$ cat config.mk
export PLATFORM = sky130hd
export DESIGN_NAME = uart_tx_arbiter_flat
export DESIGN_NICKNAME = d
export VERILOG_FILES = /design/src/rtl/uart_tx_arbiter_if.sv /design/src/rtl/uart_tx_arbiter.sv /design/src/flat_wrapper.sv
export SDC_FILE = /design/constraint.sdc
export NUM_CORES = 1
export LEC_CHECK = 0
export ABC_AREA = 1
export BUFFER_PORTS_ARGS = -buffer_cell sky130_fd_sc_hd__clkbuf_2
export CAP_MARGIN = 5
export CORE_UTILIZATION = 48
export DETAILED_ROUTE_END_ITERATION = 8
export GPL_TIMING_DRIVEN = 0
export PLACE_DENSITY = 0.81
export SYNTH_ARGS = -nofsm -noshare
export SYNTH_HDL_FRONTEND = slang
export SYNTH_SLANG_ARGS = --single-unit
$ cat constraint.sdc
create_clock -name clk -period 2.61 [get_ports clk]
set_clock_uncertainty 0.1 [all_clocks]
set_input_delay 0.261 -clock clk [delete_from_list [all_inputs] [get_ports clk]]
set_output_delay 0.261 -clock clk [all_outputs]
set_load 0.01 [all_outputs]
$ cat src/rtl/uart_tx_arbiter_if.sv
// Byte-stream bundle between the requesters, the arbiter and the uart_transmitter.
// slave is the arbiter side; master is the requester/transmitter side.
interface uart_tx_arbiter_if #(
    parameter int NUM_REQ = 4
);
    logic [NUM_REQ-1:0]   req_valid;
    logic [8*NUM_REQ-1:0] req_data;
    logic [NUM_REQ-1:0]   req_last;
    logic [NUM_REQ-1:0]   req_ready;
    logic                 tx_valid;
    logic [7:0]           tx_data;
    logic                 tx_ready;

    modport slave (
        input  req_valid, req_data, req_last, tx_ready,
        output req_ready, tx_valid, tx_data
    );

    modport master (
        output req_valid, req_data, req_last, tx_ready,
        input  req_ready, tx_valid, tx_data
    );
endinterface

$ cat src/rtl/uart_tx_arbiter.sv
// Round-robin, message-locked arbiter sharing one uart_transmitter byte port.
//
//   state    | meaning
//   ---------+--------------------------------------------------------------
//   ST_IDLE  | no owner; pick next requester from rr_ptr onward
//   ST_OWN   | owner_idx holds the transmitter; bytes pass straight through
//
// An owner is released on its last byte, on reaching MAX_LEN bytes, or after
// IDLE_TIMEOUT cycles of req_valid low. Every release passes through ST_IDLE
// for one cycle, which is what enforces the round-robin fairness.
module uart_tx_arbiter #(
    parameter int NUM_REQ      = 4,
    parameter int MAX_LEN      = 64,
    parameter int IDLE_TIMEOUT = 1024
) (
    input  logic               clk,
    input  logic               rst_n,
    uart_tx_arbiter_if.slave   bus,
    output logic [NUM_REQ-1:0] grant,
    output logic               busy,
    output logic               timeout_pulse
);
    localparam int IDX_W  = (NUM_REQ > 1) ? $clog2(NUM_REQ) : 1;
    localparam int IDLE_W = (IDLE_TIMEOUT > 2) ? $clog2(IDLE_TIMEOUT) : 1;

    localparam logic [IDX_W:0]    NUM_REQ_W  = (IDX_W + 1)'(NUM_REQ);
    localparam logic [IDX_W-1:0]  LAST_IDX   = IDX_W'(NUM_REQ - 1);
    localparam logic [7:0]        LEN_LIMIT  = 8'(MAX_LEN);
    localparam logic [IDLE_W-1:0] IDLE_LIMIT = IDLE_W'(IDLE_TIMEOUT - 1);

    typedef enum logic {ST_IDLE, ST_OWN} state_t;

    state_t            state;
    logic [IDX_W-1:0]  owner_idx;
    logic [IDX_W-1:0]  rr_ptr;
    logic [7:0]        byte_cnt;
    logic [IDLE_W-1:0] idle_cnt;

    logic              own_valid;
    logic              own_last;
    logic [7:0]        own_data;
    logic              xfer;
    logic [7:0]        byte_cnt_nxt;
    logic [IDX_W-1:0]  rr_next;

    logic              pick_found;
    logic [IDX_W-1:0]  pick_idx;
    logic [IDX_W:0]    pick_sum;
    logic [IDX_W-1:0]  cand_idx;

    // Select the current owner's request lines.
    always_comb begin
        own_valid = 1'b0;
        own_last  = 1'b0;
        own_data  = 8'h00;
        for (int i = 0; i < NUM_REQ; i++) begin
            if (owner_idx == IDX_W'(i)) begin
                own_valid = bus.req_valid[i];
                own_last  = bus.req_last[i];
                own_data  = bus.req_data[8*i +: 8];
            end
        end
    end

    assign xfer         = (state == ST_OWN) && own_valid && bus.tx_ready;
    assign byte_cnt_nxt = byte_cnt + 8'd1;
    assign rr_next      = (owner_idx == LAST_IDX) ? '0 : owner_idx + 1'b1;

    // Passthrough to the transmitter; forced quiet while reset is asserted.
    always_comb begin
        bus.tx_valid  = 1'b0;
        bus.tx_data   = 8'h00;
        bus.req_ready = '0;
        if (rst_n && state == ST_OWN) begin
            bus.tx_valid  = own_valid;
            bus.tx_data   = own_valid ? own_data : 8'h00;
            bus.req_ready = grant & {NUM_REQ{bus.tx_ready}};
        end
    end

    // First valid requester at or after rr_ptr; descending loop lets the nearest win.
    always_comb begin
        pick_found = 1'b0;
        pick_idx   = '0;
        pick_sum   = '0;
        cand_idx   = '0;
        for (int k = NUM_REQ - 1; k >= 0; k--) begin
            pick_sum = {1'b0, rr_ptr} + (IDX_W + 1)'(k);
            cand_idx = (pick_sum >= NUM_REQ_W) ? IDX_W'(pick_sum - NUM_REQ_W)
                                               : pick_sum[IDX_W-1:0];
            if (bus.req_valid[cand_idx]) begin
                pick_found = 1'b1;
                pick_idx   = cand_idx;
            end
        end
    end

    // Arbitration FSM with registered grant, busy and timeout_pulse.
    always_ff @(posedge clk) begin
        if (!rst_n) begin
            state         <= ST_IDLE;
            owner_idx     <= '0;
            rr_ptr        <= '0;
            byte_cnt      <= '0;
            idle_cnt      <= '0;
            grant         <= '0;
            busy          <= 1'b0;
            timeout_pulse <= 1'b0;
        end else begin
            timeout_pulse <= 1'b0;
            case (state)
                ST_IDLE: begin
                    if (pick_found) begin
                        state     <= ST_OWN;
                        owner_idx <= pick_idx;
                        grant     <= NUM_REQ'(1) << pick_idx;
                        busy      <= 1'b1;
                        byte_cnt  <= '0;
                        idle_cnt  <= '0;
                    end
                end
                ST_OWN: begin
                    if (xfer) begin
                        byte_cnt <= byte_cnt_nxt;
                        idle_cnt <= '0;
                        // Last flag wins over the cap; both give a plain release.
                        if (own_last || byte_cnt_nxt == LEN_LIMIT) begin
                            state  <= ST_IDLE;
                            grant  <= '0;
                            busy   <= 1'b0;
                            rr_ptr <= rr_next;
                        end
                    end else if (!own_valid) begin
                        if (idle_cnt == IDLE_LIMIT) begin
                            state         <= ST_IDLE;
                            grant         <= '0;
                            busy          <= 1'b0;
                            rr_ptr        <= rr_next;
                            timeout_pulse <= 1'b1;
                        end else begin
                            idle_cnt <= idle_cnt + 1'b1;
                        end
                    end
                end
                default: begin
                    state <= ST_IDLE;
                    grant <= '0;
                    busy  <= 1'b0;
                end
            endcase
        end
    end
endmodule

$ cat src/flat_wrapper.sv
// flat-port wrapper written by rule: the top's interface ports become plain ports
module uart_tx_arbiter_flat 
#(
    parameter int NUM_REQ      = 4,
    parameter int MAX_LEN      = 64,
    parameter int IDLE_TIMEOUT = 1024
)
  (clk, rst_n, grant, busy, timeout_pulse, bus_req_valid, bus_req_data, bus_req_last, bus_tx_ready, bus_req_ready, bus_tx_valid, bus_tx_data);
  uart_tx_arbiter_if #(.NUM_REQ(NUM_REQ)) bus_i ();
  input  logic clk;
  input  logic rst_n;
  output logic [NUM_REQ-1:0] grant;
  output logic busy;
  output logic timeout_pulse;
  input wire logic [$bits(bus_i.req_valid)-1:0] bus_req_valid;
  input wire logic [$bits(bus_i.req_data)-1:0] bus_req_data;
  input wire logic [$bits(bus_i.req_last)-1:0] bus_req_last;
  input wire logic [$bits(bus_i.tx_ready)-1:0] bus_tx_ready;
  output wire logic [$bits(bus_i.req_ready)-1:0] bus_req_ready;
  output wire logic [$bits(bus_i.tx_valid)-1:0] bus_tx_valid;
  output wire logic [$bits(bus_i.tx_data)-1:0] bus_tx_data;
  assign bus_i.req_valid = bus_req_valid;
  assign bus_i.req_data = bus_req_data;
  assign bus_i.req_last = bus_req_last;
  assign bus_i.tx_ready = bus_tx_ready;
  assign bus_req_ready = bus_i.req_ready;
  assign bus_tx_valid = bus_i.tx_valid;
  assign bus_tx_data = bus_i.tx_data;
  uart_tx_arbiter #(.NUM_REQ(NUM_REQ), .MAX_LEN(MAX_LEN), .IDLE_TIMEOUT(IDLE_TIMEOUT)) u_core (.clk(clk), .rst_n(rst_n), .bus(bus_i), .grant(grant), .busy(busy), .timeout_pulse(timeout_pulse));
endmodule
==> out/metrics.csv <==
metric;value;unit
f_max;412;MHz
cts hold-fix bufs;0;
remaining global-route overflow;0;
ys flop type;dfxtp_1;
sequential fraction of the synthesis area;0.269;
CP Launch Type;flop;
Synth warnings;0;
I/O pins;62;
crit path from;u_core.owner_idx[0]$_SDFFE_PN0P_;
die area;0.00476;mm²
RePlAce Congestion;0.843;
initial antenna violation count;0;
die width;69.0;µm
clk root buf;clkbuf_8;
Worst Path Required;2250;ps
final cell count without fillers;465;
CTS Buffer Depth;2;
Final min period;2420;ps
post-synth cell types;32;
EDFF count, synth;0;
critical path arrival;2060;ps
Total GRT Usage;0.227;
largest net degree at the start of global routing;11;
Starting Density;0.520;
synthesized instance count;345;
# fillers;384;
ANT cells;0;
PortBufs;61;
Via density;5.06;
Die H;69.0;µm
total power draw;1.32;mW
setup violators final;0;
Clk pin slew, worst setup/hold paths;50;ps
H-Tree Depth;2;
drc violations;0;
Num CTS Buffers;5;
Crit. End Element;output port;
Avg Synthesized Cell Area;6.25;µm²
critical path type;reg2out;
Leak;1.20;nW
Syn Nets;394;
slew at the pin closest to its max-slew limit;546;ps
max_cap viols;0;
first-iteration detailed-routing DRC count;97;
RSZ-0062 raised after global routing;no;
post-route setup slack;185;ps
Final Slew Violations;0;
Final Hold Fails;0;
top-count cell post-synth;nand2_1;
CTS tree;built;
post-synthesis to final-layout area growth;22.9;%
Yosys top cell area share;0.269;
P per Cell Area;499;mW/mm²
Synth area leader;dfxtp_1;
Post-DP HPWL;4010;µm
Synth async-reset ratio;0;
Hold Crit Class;in2reg;
worst slack at placement;397;ps
Post-synth top cells;nand2_1, inv_1, dfxtp_1, nor2_1, a21oi_1;
Avg WL per Cell;11.2;µm
worst hold start;rst_n;
Core Box Area;0.00414;mm²
status;completed;
crit path max fanout;10;
post-route ant nets;0;
Nets;463;
Reg-to-Reg Start;u_core.owner_idx[1]$_SDFFE_PN0P_;
Slew headroom;0.636;
drt first pass iters;4;
final wirelength;5230;µm
first-pass GRT wire length;8200;µm
vias in the first global route;2078;
fin crit share;0.929;
Yosys reg bits;29;
clock latency on the worst-skew pair;290;ps
maximum vdd drop;415;µV
setup TNS;0;ps
post-layout util;0.639;
Sinks on Clock Net;29;
share of cells above drive strength 1;0.263;
Cell Rows;23;
via count;2351;
Placed Instances;456;
Syn Std Cell Area;0.00215;mm²
top post-synthesis cells by area;dfxtp_1, nand2_1, a21oi_1;
[placed cells by master, fill, tap and decap left out, drive strengths merged, types with 2 or more instances in the layout]
master  instances
xor2            4
ha              6
xnor2           3
dfxtp          29
nand2         109
a21oi          33
buf             7
nand3          24
or2             2
a22oi           8
clkbuf         72
inv            40
nor2           32
nand4           2
o21ai          33
nor3            6
[sequential cells by signal (all words and copies together) (netlist names)]
signal                cells
u_core.idle_cnt          10
u_core.byte_cnt           8
u_core.grant              4
u_core.owner_idx          2
u_core.rr_ptr             2
u_core.busy               1
u_core.state              1
u_core.timeout_pulse      1
[layout make-up]
type	instances	area [µm²]	area share
Tap cell	50	62.6	0.0236
Sequential cell	29	581	0.219
Buffer	10	60.1	0.0227
Clock buffer	7	86.3	0.0326
Clock inverter	1	30.0	0.0113
Timing Repair Buffer	62	313	0.118
Inverter	41	154	0.0581
Multi-Input combinational cell	265	1360	0.514
[worst max-delay path: stages (launching register included)]
cell	delay [ps]
dfxtp_1	360
inv_1	100
ha_1	230
buf_2	180
a21oi_1	180
nand2_2	80
nand2_4	90
inv_1	50
nor2_2	120
inv_2	90
a21oi_1	140
clkbuf_2	150
[worst paths after layout]
check	slack, ps	depth (start not counted)	end
worst max-delay path	190	11	bus_tx_data[4]
worst min-delay path	190	3	u_core.timeout_pulse$_SDFF_PP0_
worst max register to register	480	14	u_core.idle_cnt[1]$_SDFFE_PN0P_
worst min register to register	380	2	u_core.byte_cnt[7]$_SDFFE_PN0P_
[through the flow]
stage / hold slack [ps] / area [µm²]
2_1_floorplan: 319 / 2150
3_3_place_gp: 366 / 2520
3_5_place_dp: 367 / 2520
4_1_cts: 168 / 2640
5_1_grt: 194 / 2650
6_report: 192 / 2650
[power breakdown]
part | total [mW] | switching [mW] | internal (mW)
clock network | 0.486 | 0.175 | 0.311
logic | 0.351 | 0.218 | 0.133
registers | 0.486 | 0.0198 | 0.466
total | 1.32 | 0.412 | 0.910
[metal layers]
metal / wire length, µm / global-route usage / part of all wire / up-vias
met2: 2510 / 0.410 / 0.48 / 61
li1: - / - / - / 1257
met1: 2400 / 0.256 / 0.46 / 1027
met5: 0 / 0 / 0 / -
met4: 48 / 0.0867 / 0.0092 / 0
met3: 267 / 0.0510 / 0.051 / 6
[cell families after synthesis]
family,after synthesis,share of synthesized area
AO/OA/AOI/OAI,76,0.202
XOR/XNOR,7,0.0285
adder cells (fa/ha/maj),6,0.0348
buffers and inverters,51,0.0993
flip-flops,29,0.269
AND/OR/NAND/NOR,176,0.366
[timing repair]
item | 4_1_cts | 5_1_grt
resized for setup | 0 | 2
setup endpoints to repair | 0 | 8
setup buffers | 0 | 1
(Power assumes the default switching activity.)
